`src/rtl/timer_counter.sv`:
```
// 64-bit timer with power-of-two prescaler, clear/word-write and debug halt.
// Optional halt FSM included when macro TIMER_HALT_EN is defined.
module timer_counter (
    input  logic        sys_clk,
    input  logic        sys_rst_n,
    input  logic        timer_en,
    input  logic        div_en,
    input  logic [3:0]  div_val,
    input  logic        halt_req,
    input  logic        dbg_mode,
    input  logic        counter_clear,
    input  logic [1:0]  counter_write_sel,
    input  logic [31:0] counter_write_data,
    output logic [63:0] cnt_val,
    output logic        cnt_tick,
    output logic        halt_ack_status
);

    logic [63:0] cnt_q, cnt_d;
    logic [7:0]  pcnt_q, pcnt_d;
    logic [3:0]  div_q;
    logic [3:0]  div_exp;
    logic [7:0]  term;
    logic        run;
    logic        wr;
    logic        restart;

    assign div_exp = (div_val > 4'd8) ? 4'd8 : div_val;
    assign term    = div_en ? 8'((9'd1 << div_exp) - 9'd1) : 8'd0;
    assign wr      = counter_clear | (|counter_write_sel);
    assign restart = ~timer_en | ~div_en | wr | (div_val != div_q);

    // Reset gate keeps the pulse low while held in reset.
    assign cnt_tick = sys_rst_n & timer_en & run & (pcnt_q == term) & ~wr;

    always_comb begin
        cnt_d = cnt_q;
        if (counter_clear) begin
            cnt_d = 64'd0;
        end else if (|counter_write_sel) begin
            if (counter_write_sel[0]) cnt_d[31:0]  = counter_write_data;
            if (counter_write_sel[1]) cnt_d[63:32] = counter_write_data;
        end else if (cnt_tick) begin
            cnt_d = cnt_q + 64'd1;
        end
    end

    always_comb begin
        pcnt_d = pcnt_q;
        if (restart)
            pcnt_d = 8'd0;
        else if (run)
            pcnt_d = (pcnt_q == term) ? 8'd0 : pcnt_q + 8'd1;
    end

    always_ff @(posedge sys_clk or negedge sys_rst_n) begin
        if (!sys_rst_n) begin
            cnt_q  <= 64'd0;
            pcnt_q <= 8'd0;
            div_q  <= 4'd0;
        end else begin
            cnt_q  <= cnt_d;
            pcnt_q <= pcnt_d;
            div_q  <= div_val;
        end
    end

    assign cnt_val = cnt_q;

`ifdef TIMER_HALT_EN
    typedef enum logic {RUN = 1'b0, HALTED = 1'b1} state_e;
    state_e state_q;
    logic   ack_q;

    // Ack is registered with the state so it rises one cycle after the request.
    always_ff @(posedge sys_clk or negedge sys_rst_n) begin
        if (!sys_rst_n) begin
            state_q <= RUN;
            ack_q   <= 1'b0;
        end else begin
            unique case (state_q)
                RUN: if (halt_req && dbg_mode) begin
                    state_q <= HALTED;
                    ack_q   <= 1'b1;
                end
                HALTED: if (!(halt_req && dbg_mode)) begin
                    state_q <= RUN;
                    ack_q   <= 1'b0;
                end
                default: begin
                    state_q <= RUN;
                    ack_q   <= 1'b0;
                end
            endcase
        end
    end

    assign run             = (state_q == RUN);
    assign halt_ack_status = ack_q;
`else
    logic unused_halt;

    assign unused_halt     = halt_req ^ dbg_mode;
    assign run             = 1'b1;
    assign halt_ack_status = 1'b0;
`endif

endmodule

```
`config.mk`:
```
export PLATFORM = sky130hd
export DESIGN_NAME = timer_counter
export DESIGN_NICKNAME = d
export VERILOG_FILES = /design/src/rtl/timer_counter.sv
export SDC_FILE = /design/constraint.sdc
export NUM_CORES = 1
export LEC_CHECK = 0
export BUFFER_PORTS_ARGS = -buffer_cell sky130_fd_sc_hd__clkbuf_2
export CELL_PAD_IN_SITES_DETAIL_PLACEMENT = 1
export CELL_PAD_IN_SITES_GLOBAL_PLACEMENT = 2
export CORE_MARGIN = 2
export CORE_UTILIZATION = 35
export CTS_CLUSTER_SIZE = 25
export DETAILED_ROUTE_END_ITERATION = 10
export GPL_TIMING_DRIVEN = 0
export PLACE_DENSITY_LB_ADDON = 0.15
export SLEW_MARGIN = 20
export SYNTH_ARGS = -nofsm -noshare
export SYNTH_HDL_FRONTEND = slang
export SYNTH_SLANG_ARGS = --single-unit
```
`constraint.sdc`:
```
create_clock -name sys_clk -period 4.44 [get_ports sys_clk]
set_input_delay 0.222 -clock sys_clk [delete_from_list [all_inputs] [get_ports sys_clk]]
set_output_delay 0.222 -clock sys_clk [all_outputs]
set_load 0.02 [all_outputs]
```
==> flow_metrics.py <==
metrics = {
    "sta": {
        "setup_viol_count_final": 0,
        "finalCriticalPeriod_ps": 4220,
        "maxSlewViolCount": 0,
        "fin_crit_sh_pct": 95.2,
        "worstMarginPinSlew_ps": 1010,
        "timing.fmax_ghz": 0.237,
        "finalHoldViolCount": 0,
        "tns_ps": 0,
        "grt_setup_unrepaired": "no",
        "worst_slew_margin_rel_pct": 32.1,
        "fin_hold_ws_ps": 31.8,
        "clock_skew_ps": 10.3,
    },
    "power_and_ir_drop": {
        "leakage_nw": 2.74,
        "vdd_drop_max_uv": 188,
        "power_density_mw_per_mm2": 325,
    },
    "yosys": {
        "yosysTopAreaCell": "dfrtp_1",
        "async_flop_share_pct": 100,
        "synth_xor_area_share_pct": 2.16,
        "ys_seq_area_share_pct": 36.2,
        "ys.flop_type": "dfrtp_1",
        "yosys-top-cells-area": "dfrtp_1 36%, mux2i_1 5.7%, nand3_1 5.2%",
        "synth_mux_area_share_pct": 5.71,
        "synth.avg_cell_area_um2": 8.24,
        "synth_compound_gate_area_share_pct": 24.6,
        "ys_types": 65,
        "synth_warnings": 0,
        "synth_top_family_by_area": "simple AND/OR/NAND/NOR gates",
        "syn_nets": 686,
        "synth_edf_count": 0,
        "ys_ff_latch": 76,
        "yosys.area_share.adder_pct": 0.714,
        "synth_top_area_share_pct": 36.2,
        "synth-simple-area-share_pct": 25.7,
        "syn_area_mm2": 0.00526,
        "synthCells": 638,
    },
    "drt": {
        "route.detailed.drc": 0,
        "drt_iter0_drc": 470,
        "ant_nets": 0,
        "dr.pass1.iters": 5,
        "wl_mm": 23.2,
        "post_drt_wl_per_cell_um": 24.5,
        "vias": 5924,
        "vias_per_cell": 6.26,
    },
    "setup_path": {
        "crit_type": "primary input to register",
        "arrival_ps": 4500,
        "end_kind": "register",
        "path_max_fanout": 10,
        "cp-start-kind": "primary input",
        "critPathLaunch": "div_val[1]",
        "reg2reg_from": "cnt_val[26]",
        "worst_ep_required_time_ps": 4720,
    },
    "floorplanning": {
        "row_count": 44,
        "start_util_pct": 36.1,
        "die-width_um": 127,
        "ioPinCount": 111,
        "dieArea_mm2": 0.0160,
        "core_area_mm2": 0.0146,
        "die_h_um": 127,
    },
    "clock_network": {
        "cts_tree": "yes",
        "cts_buffers": 9,
        "clkTransAtPathRegs_ps": 70,
        "cts.path.max_buffers": 2,
        "htree_levels": 3,
        "cts.sinks": 76,
        "root_buffer": "clkbuf_16",
        "insertion_delay_ps": 360,
    },
    "worst_hold_path": {
        "hp-class": "primary input to register",
        "hp-start": "div_val[2]",
    },
    "placed_design": {
        "hpwl_mm": 17.0,
        "port_buffers": 106,
        "gp_congestion": 0.891,
    },
    "grt": {
        "grt_pass1_wl_mm": 35.5,
        "grt_overflow": 0,
        "grt_usage_pct": 29.0,
        "antenna_found_initial": 0,
        "grt_max_degree": 78,
        "grt_pass1_vias": 5983,
    },
    "finish": {
        "syn_to_final_growth_pct": 22.1,
        "diodes": 0,
        "drive_gt1_share_pct": 21.4,
        "nets": 806,
        "seq_area_mm2": 0.00190,
        "fill_cells": 1800,
        "final_cell_mix": "105 x clkbuf_2, 76 x dfrtp_1, 72 x nand2_1",
        "multi_input_area_mm2": 0.00312,
        "final_common_cell": "clkbuf_2",
    },
    "run_status": {
        "outcome": "finished clean",
    },
    "job": {
        "drv_cap": 0,
    },
}
-- report_power, final --
| part | total (W) | switching, W | leakage (nW) | internal [W] |
|---|---|---|---|---|
| clock network | 0.000889 | 0.000324 | 0.169 | 0.000565 |
| registers | 0.000808 | 0.0000709 | 1.00 | 0.000737 |
| logic | 0.000392 | 0.000261 | 1.57 | 0.000131 |
-- registers in the layout (all words and copies together), names as in the netlist --
name / flops
cnt_val: 64
div_q: 4
pcnt_q: 8
-- kinds of logic after synthesis --
group / Yosys count
AO/OA/AOI/OAI: 195
buffers and inverters: 55
flip-flops: 76
AND/OR/NAND/NOR: 265
other: 1
multiplexers: 30
XOR/XNOR: 13
adder cells (fa/ha/maj): 3
-- cell usage after synthesis (4+ instances only) --
master / count
o41ai_1: 7
inv_1: 7
mux2i_1: 30
a211oi_1: 8
nor2_1: 54
xnor2_1: 5
o21ai_0: 25
clkbuf_1: 30
nand4_1: 12
o221a_2: 4
o22ai_1: 4
dfrtp_1: 76
and4_1: 4
o22a_1: 9
and3_1: 11
nand3_1: 55
nand2b_1: 5
o31ai_1: 25
or3_1: 5
nor3_1: 10
buf_4: 4
o211ai_1: 11
nor4_1: 7
a311oi_1: 4
xor2_1: 8
o21ai_1: 32
or4_1: 4
o31a_1: 4
nand2_1: 72
buf_2: 9
a21oi_1: 32
or2_2: 4
a31oi_1: 12
-- area by class of cell --
cell class,instances,share of cell area (%)
Multi-Input combinational cell,507,48.5
Sequential cell,76,29.6
Timing Repair Buffer,109,8.86
Clock buffer,10,3.72
Tap cell,184,3.58
Buffer,48,3.57
Clock inverter,6,1.73
Inverter,7,0.409
-- through the flow --
step,util (%),std cells,instance area (µm²),total power (W),setup slack [ps]
5_1_grt,44.0,947,6420,0.00216,64.3
2_1_floorplan,-,638,5260,0.00102,1260
3_3_place_gp,41.3,928,6020,0.00119,432
3_5_place_dp,41.4,928,6040,0.00121,360
4_1_cts,44.0,947,6420,0.00209,184
6_report,44.0,947,6420,0.00209,215
-- per-layer routing --
metal  GRT usage, %  vias up  share of wire (%)
li1               -     2647                  -
met1           39.9     2979                 45
met2           44.5      258                 44
met3           6.37       40                7.8
met4           11.3        0                3.3
met5              0        -                  0
-- worst max-delay path, cell delays in order --
cell           delay (ps)
dlygate4sd3_1         530
clkbuf_2              110
buf_2                 180
or4b_2                680
ha_1                  350
xor2_1                170
and4_1                220
o32ai_1               440
nor4_4                150
a311oi_1              310
buf_2                 320
buf_1                 550
o21ai_1               160
o21ai_1               100
-- path summary, 6_finish.rpt --
path,end,slack [ps],cells after the start
max in group asynchronous,cnt_val[59],3480,2
min in group asynchronous,cnt_val[3],440,2
worst max-delay path,cnt_val[58],220,14
worst min-delay path,div_q[2],30,1
worst max register to register,cnt_val[59],1180,7
worst min register to register,cnt_val[62],530,1
-- timing repair --
action	4_1_cts	5_1_grt
endpoints found under the setup margin	0	6
setup buffers	0	0
resized for setup	0	1
hold buffers	3	0
hold endpoints to repair	78	0
Note: power is estimated with default switching activity, not from simulation.
